### src/rtl/line_direction_encoder.sv
// Line-follower front end: synchronises and debounces the five IR sensors, classifies
// the line position and drives the 4-bit dirControl command for the drive block.
module line_direction_encoder #(
    parameter int SAMPLE_DIV   = 100_000,
    parameter int DEBOUNCE_N   = 4,
    parameter int JNC_CONFIRM  = 3,
    parameter int LOST_TIMEOUT = 500
) (
    input  logic       clk,
    input  logic       rst,
    input  logic [4:0] sensors,
    output logic [3:0] dirControl,
    output logic       jncPulse,
    output logic       lineLost
);

    localparam int DIV_W  = $clog2(SAMPLE_DIV) + 1;
    localparam int ST_W   = $clog2(DEBOUNCE_N) + 1;
    localparam int JNC_W  = $clog2(JNC_CONFIRM) + 1;
    localparam int LOST_W = $clog2(LOST_TIMEOUT) + 1;

    localparam logic [DIV_W-1:0]  DIV_MAX  = DIV_W'(SAMPLE_DIV - 1);
    localparam logic [ST_W-1:0]   DEB_MAX  = ST_W'(DEBOUNCE_N);
    localparam logic [JNC_W-1:0]  JNC_MAX  = JNC_W'(JNC_CONFIRM);
    localparam logic [LOST_W-1:0] LOST_MAX = LOST_W'(LOST_TIMEOUT);

    localparam logic [2:0] S_INIT     = 3'd0;
    localparam logic [2:0] S_TRACK    = 3'd1;
    localparam logic [2:0] S_CONFIRM  = 3'd2;
    localparam logic [2:0] S_JUNCTION = 3'd3;
    localparam logic [2:0] S_SEARCH   = 3'd4;
    localparam logic [2:0] S_HALT     = 3'd5;

    localparam logic [1:0] C_TRACK = 2'd0;
    localparam logic [1:0] C_JNC   = 2'd1;
    localparam logic [1:0] C_BLANK = 2'd2;
    localparam logic [1:0] C_HOLD  = 2'd3;

    logic [4:0]        sync1, sync2;
    logic [DIV_W-1:0]  div_cnt;
    logic              tick;
    logic [4:0]        candidate, filtered;
    logic [ST_W-1:0]   stable_cnt;
    logic [1:0]        cls;
    logic [3:0]        cls_code;
    logic [2:0]        state, state_nx;
    logic [3:0]        dir_nx;
    logic              pulse_nx;
    logic [JNC_W-1:0]  jnc_cnt, jnc_nx;
    logic [LOST_W-1:0] lost_cnt, lost_nx;
    logic [1:0]        last_side;

    assign tick     = (div_cnt == DIV_MAX);
    assign lineLost = (state == S_SEARCH) || (state == S_HALT);

    always_ff @(posedge clk or negedge rst) begin
        if (!rst) begin
            sync1   <= '0;
            sync2   <= '0;
            div_cnt <= '0;
        end else begin
            sync1   <= sensors;
            sync2   <= sync1;
            div_cnt <= tick ? '0 : div_cnt + 1'b1;
        end
    end

    // A pattern becomes the filtered value on the tick its run length reaches DEBOUNCE_N.
    always_ff @(posedge clk or negedge rst) begin
        if (!rst) begin
            candidate  <= '0;
            filtered   <= '0;
            stable_cnt <= '0;
        end else if (tick) begin
            if (sync2 == candidate) begin
                if (stable_cnt != DEB_MAX) begin
                    stable_cnt <= stable_cnt + 1'b1;
                    if (stable_cnt + 1'b1 == DEB_MAX)
                        filtered <= candidate;
                end
            end else begin
                candidate  <= sync2;
                stable_cnt <= ST_W'(1);
                if (DEBOUNCE_N == 1)
                    filtered <= sync2;
            end
        end
    end

    always_comb begin
        cls      = C_HOLD;
        cls_code = 4'b1111;
        case (filtered)
            5'b00100, 5'b01110:           begin cls = C_TRACK; cls_code = 4'b0000; end
            5'b01100, 5'b01000:           begin cls = C_TRACK; cls_code = 4'b0101; end
            5'b11000, 5'b10000, 5'b11100: begin cls = C_TRACK; cls_code = 4'b0110; end
            5'b00110, 5'b00010:           begin cls = C_TRACK; cls_code = 4'b1001; end
            5'b00011, 5'b00001, 5'b00111: begin cls = C_TRACK; cls_code = 4'b1010; end
            5'b11111, 5'b11110, 5'b01111: cls = C_JNC;
            5'b00000:                     cls = C_BLANK;
            default:                      cls = C_HOLD;
        endcase
    end

    // A junction sample only counts on a tick whose raw sample still agrees with filtered.
    always_comb begin
        state_nx = state;
        dir_nx   = dirControl;
        pulse_nx = 1'b0;
        jnc_nx   = jnc_cnt;
        lost_nx  = lost_cnt;
        case (state)
            S_INIT, S_JUNCTION, S_HALT: begin
                if (cls == C_TRACK) begin
                    state_nx = S_TRACK;
                    dir_nx   = cls_code;
                end
            end
            S_TRACK: begin
                case (cls)
                    C_TRACK: dir_nx = cls_code;
                    C_JNC: begin
                        state_nx = S_CONFIRM;
                        jnc_nx   = JNC_W'(1);
                    end
                    C_BLANK: begin
                        state_nx = S_SEARCH;
                        lost_nx  = '0;
                        dir_nx   = {last_side, 2'b11};
                    end
                    default: ;
                endcase
            end
            S_CONFIRM: begin
                if (cls == C_TRACK) begin
                    state_nx = S_TRACK;
                    dir_nx   = cls_code;
                end else if (cls == C_BLANK) begin
                    state_nx = S_SEARCH;
                    lost_nx  = '0;
                    dir_nx   = {last_side, 2'b11};
                end else if (cls == C_JNC && tick && sync2 == filtered) begin
                    if (jnc_cnt + 1'b1 >= JNC_MAX) begin
                        state_nx = S_JUNCTION;
                        dir_nx   = 4'b1111;
                        pulse_nx = 1'b1;
                        jnc_nx   = JNC_MAX;
                    end else begin
                        jnc_nx = jnc_cnt + 1'b1;
                    end
                end
            end
            S_SEARCH: begin
                if (cls == C_TRACK) begin
                    state_nx = S_TRACK;
                    dir_nx   = cls_code;
                end else if (cls == C_JNC) begin
                    state_nx = S_CONFIRM;
                    jnc_nx   = JNC_W'(1);
                end else if (lost_cnt >= LOST_MAX) begin
                    state_nx = S_HALT;
                    dir_nx   = 4'b1111;
                end else if (tick) begin
                    lost_nx = lost_cnt + 1'b1;
                end
            end
            default: begin
                state_nx = S_INIT;
                dir_nx   = 4'b1111;
            end
        endcase
    end

    always_ff @(posedge clk or negedge rst) begin
        if (!rst) begin
            state      <= S_INIT;
            dirControl <= 4'b1111;
            jncPulse   <= 1'b0;
            jnc_cnt    <= '0;
            lost_cnt   <= '0;
            last_side  <= 2'b01;
        end else begin
            state      <= state_nx;
            dirControl <= dir_nx;
            jncPulse   <= pulse_nx;
            jnc_cnt    <= jnc_nx;
            lost_cnt   <= lost_nx;
            // Only veer/hard turn codes carry a side; pivot and stop codes use modifier 11.
            if (dir_nx[1:0] != 2'b11 && dir_nx[3:2] != 2'b00)
                last_side <= dir_nx[3:2];
        end
    end

endmodule

### config.mk
export PLATFORM = sky130hd
export DESIGN_NAME = line_direction_encoder
export DESIGN_NICKNAME = d
export VERILOG_FILES = /design/src/rtl/line_direction_encoder.sv
export SDC_FILE = /design/constraint.sdc
export NUM_CORES = 1
export LEC_CHECK = 0
export BUFFER_PORTS_ARGS = -buffer_cell sky130_fd_sc_hd__buf_2
export CAP_MARGIN = 10
export CORE_ASPECT_RATIO = 0.5
export CORE_MARGIN = 4
export CORE_UTILIZATION = 67
export DETAILED_ROUTE_END_ITERATION = 8
export PLACE_DENSITY = 0.84
export SLEW_MARGIN = 25
export SYNTH_ARGS = -nofsm -noshare
export SYNTH_HDL_FRONTEND = slang
export SYNTH_SLANG_ARGS = --single-unit
export TNS_END_PERCENT = 20
### constraint.sdc
create_clock -name clk -period 5.8 [get_ports clk]
set_input_delay 0.87 -clock clk [delete_from_list [all_inputs] [get_ports clk]]
set_output_delay 0.87 -clock clk [all_outputs]
set_load 0.01 [all_outputs]
==> flow_summary.toml <==
[pwr]
clkPwrFrac = 0.504
power.switching_uw = 189
power_density_mw_per_mm2 = 236
seq_power_share = 0.481
leakagePower_nw = 1.82
netSwitchingFraction = 0.201
power_frac_comb = 0.015
intPower_uw = 751
fin_total_pwr_uw = 940
ir_drop_uv = 258

[critical_path]
cp-end-kind = "flop"
cpLargestDelayFamily = "compound AO/OA/AOI/OAI gates"
path_max_fanout = 15
crit_path_start_kind = "flop"
crit_required_ns = 6.03
crit_arrival_ns = 3.60
critPathKind = "flop to flop"
crit_chain = "or2_2, nor4_1, inv_1, ha_1, a211oi_1, a211oi_4, a31oi_1, nor2_1, a21o_1, mux2_1"
slowest_delay_ns = 0.54
cp_num_buf_inv = 1
cp.depth = 10
cpMaxStageDelayCell = "dfrtp_1"
r2r_cells = 10

[sta]
worstMarginPinSlew_ns = 0.800
finalCriticalPeriod_ns = 3.37
finalCritPeriodShare = 0.581
finClkSkew_ns = 0.0106
hold_viol = 0
relSlewSlack = 0.467
grt_setup_unrepaired = "false"
timing.hold.ws_ns = 0.348
slew_violations = 0
setup_tns_ns = 0
setup_viol = 0
max_clock_freq_ghz = 0.297
fin_ws_ns = 2.43

[global_route]
grt_pass1_wl_um = 13800
grt_use_met1 = 0.319
grt_pass1_vias = 2918
use_met3 = 0.0637
met2_usage = 0.475
antenna_found_initial = 0
grt_most_used_layer = "met2"
globalRouteOverflowTotal = 0
grt_max_degree = 65
grt_usage = 0.264

[hold_path]
hp-class = "flop to flop"
hold-path-cell-count = 0

[synth]
synth-simple-area-share = 0.209
synth_area_mm2 = 0.00363
synth-main-ff-cell = "dfrtp_1"
synth_cell_types = 68
yosysSeqAreaShare = 0.443
synthAdderAreaFrac = 0.0414
synth_nets = 397
synth-edff-count = 0
synth-seq-cells = 64
synth_top_family_by_area = "simple AND/OR/NAND/NOR gates"
synthXorXnorAreaFrac = 0.0676
muxShareOfSynthArea = 0.0397
synth_compound_gate_area_share = 0.165
ys_warn_count = 0
avgSynthCellArea_um2 = 9.60
async_reset_ff_frac = 1.00
synthCells = 378

[placed_design]
dp_cells = 449
dp_slack_ns = 2.50
gp_congestion = 0.903
post-dp-hpwl_um = 5490
portBuffers = 12
postPlaceCellArea_mm2 = 0.00373

[die]
rows = 18
die_x_um = 112
core_mm2 = 0.00507
io-pin-count = 13
die_area_mm2 = 0.00673
start_util = 0.716
fp.dieH_um = 60.0

[cts]
post_cts_buffers = 0
cts_hold_buf = 0
path_clk_slew_ns = 0.07
post_cts_resized = 0
clkSinkCount = 64
clockRootBuffer = "clkbuf_8"
cts_tree = "yes"
cts_buffers = 9
h-tree-depth = 3
insertion_delay_ns = 0.35
clockBufferDepth = 2

[flow_run]
cap_viol_max_count = 0

[route]
drtAntennaViolNets = 0
vias_per_cell = 6.36
wl_um = 8070
first_pass_iters = 4
drtIter0Drc = 189
wire_per_inst_um = 17.4
via_count = 2956
drc = 0

[cells_and_area]
final_area_mm2 = 0.00398
finalNetCount = 409
final_common_cell = "dfrtp_1"
layout_common_cells = "dfrtp_1, nand2_1, nor2_1"
area_growth_pct = 9.69
drive_above_1_share = 0.129
diodes = 0
final-instance-count-excl-fill = 465
fin_util = 0.785

[outcome]
outcome = "finished, final reports clean"
[cell type report]
| cell class | instances | area, um2 |
|---|---|---|
| multi-input combinational | 282 | 1900 |
| clock inverter | 5 | 104 |
| sequential | 64 | 1610 |
| timing repair buffer | 13 | 67.6 |
| clock buffer | 11 | 141 |
| fill | 323 | 1090 |
| inverter | 20 | 75.1 |
| tap | 70 | 87.6 |
[routing by layer]
layer  wire [um]  up-vias
li1            -     1377
met5           0        -
met2        4010       92
met1        3540     1469
met3         391       18
met4         124        0
[state kept, by name (all words and copies together) (netlist names)]
signal	count
stable_cnt	3
candidate	5
div_cnt	18
last_side	2
filtered	5
state	3
lost_cnt	10
jncPulse	1
jnc_cnt	3
sync1	5
sync2	5
dirControl	4
[cells by family (layout without fill, tap and decap cells)]
group                    Yosys count  after routing
XOR/XNOR                          28             28
flip-flops                        64             64
multiplexers                      13             13
AO/OA/AOI/OAI                     86             86
buffers and inverters             32             49
adder cells (fa/ha/maj)           12             12
AND/OR/NAND/NOR                  143            143
[synthesized netlist by cell type (3+ instances only)]
| master | count | area share |
|---|---|---|
| nand4_1 | 6 | 0.010 |
| nand3_1 | 19 | 0.026 |
| o21a_1 | 5 | 0.010 |
| nor2_1 | 28 | 0.029 |
| o32ai_1 | 3 | 0.0072 |
| mux2_2 | 5 | 0.016 |
| o21bai_1 | 3 | 0.0062 |
| clkbuf_1 | 9 | 0.0093 |
| o22ai_1 | 3 | 0.0052 |
| inv_1 | 19 | 0.020 |
| nor3_1 | 8 | 0.011 |
| nand2_1 | 31 | 0.032 |
| dfrtp_1 | 59 | 0.41 |
| ha_1 | 12 | 0.041 |
| a31oi_1 | 5 | 0.0086 |
| o221ai_1 | 3 | 0.0072 |
| or3_1 | 5 | 0.0086 |
| mux2_1 | 6 | 0.019 |
| a21o_1 | 3 | 0.0062 |
| and2_1 | 6 | 0.010 |
| dfstp_2 | 5 | 0.036 |
| xnor2_1 | 13 | 0.031 |
| o21ai_0 | 19 | 0.026 |
| buf_2 | 3 | 0.0041 |
| nor4_1 | 3 | 0.0052 |
| a21oi_1 | 16 | 0.022 |
| nand2b_1 | 4 | 0.0069 |
| and3_1 | 7 | 0.012 |
| xor2_1 | 15 | 0.036 |
| nor2b_1 | 9 | 0.016 |
[path summary, 6_finish.rpt]
path,startpoint,to,slack (ns)
max in group asynchronous,rst,sync2[1],4.58
worst min register to register,sync1[2],sync2[2],0.35
worst min-delay path,sync1[2],sync2[2],0.35
min in group asynchronous,rst,state[2],0.67
worst max-delay path,filtered[4],jnc_cnt[1],2.43
worst max register to register,filtered[4],jnc_cnt[1],2.43
[power by group through the flow]
stage	clock network, mW	registers [mW]	logic, mW
2_1_floorplan	0	0.460	0.00280
3_3_place_gp	0	0.460	0.0138
3_5_place_dp	0	0.461	0.0148
4_1_cts	0.477	0.452	0.0148
5_1_grt	0.501	0.453	0.0168
6_report	0.474	0.452	0.0141
(Power assumes the default switching activity.)
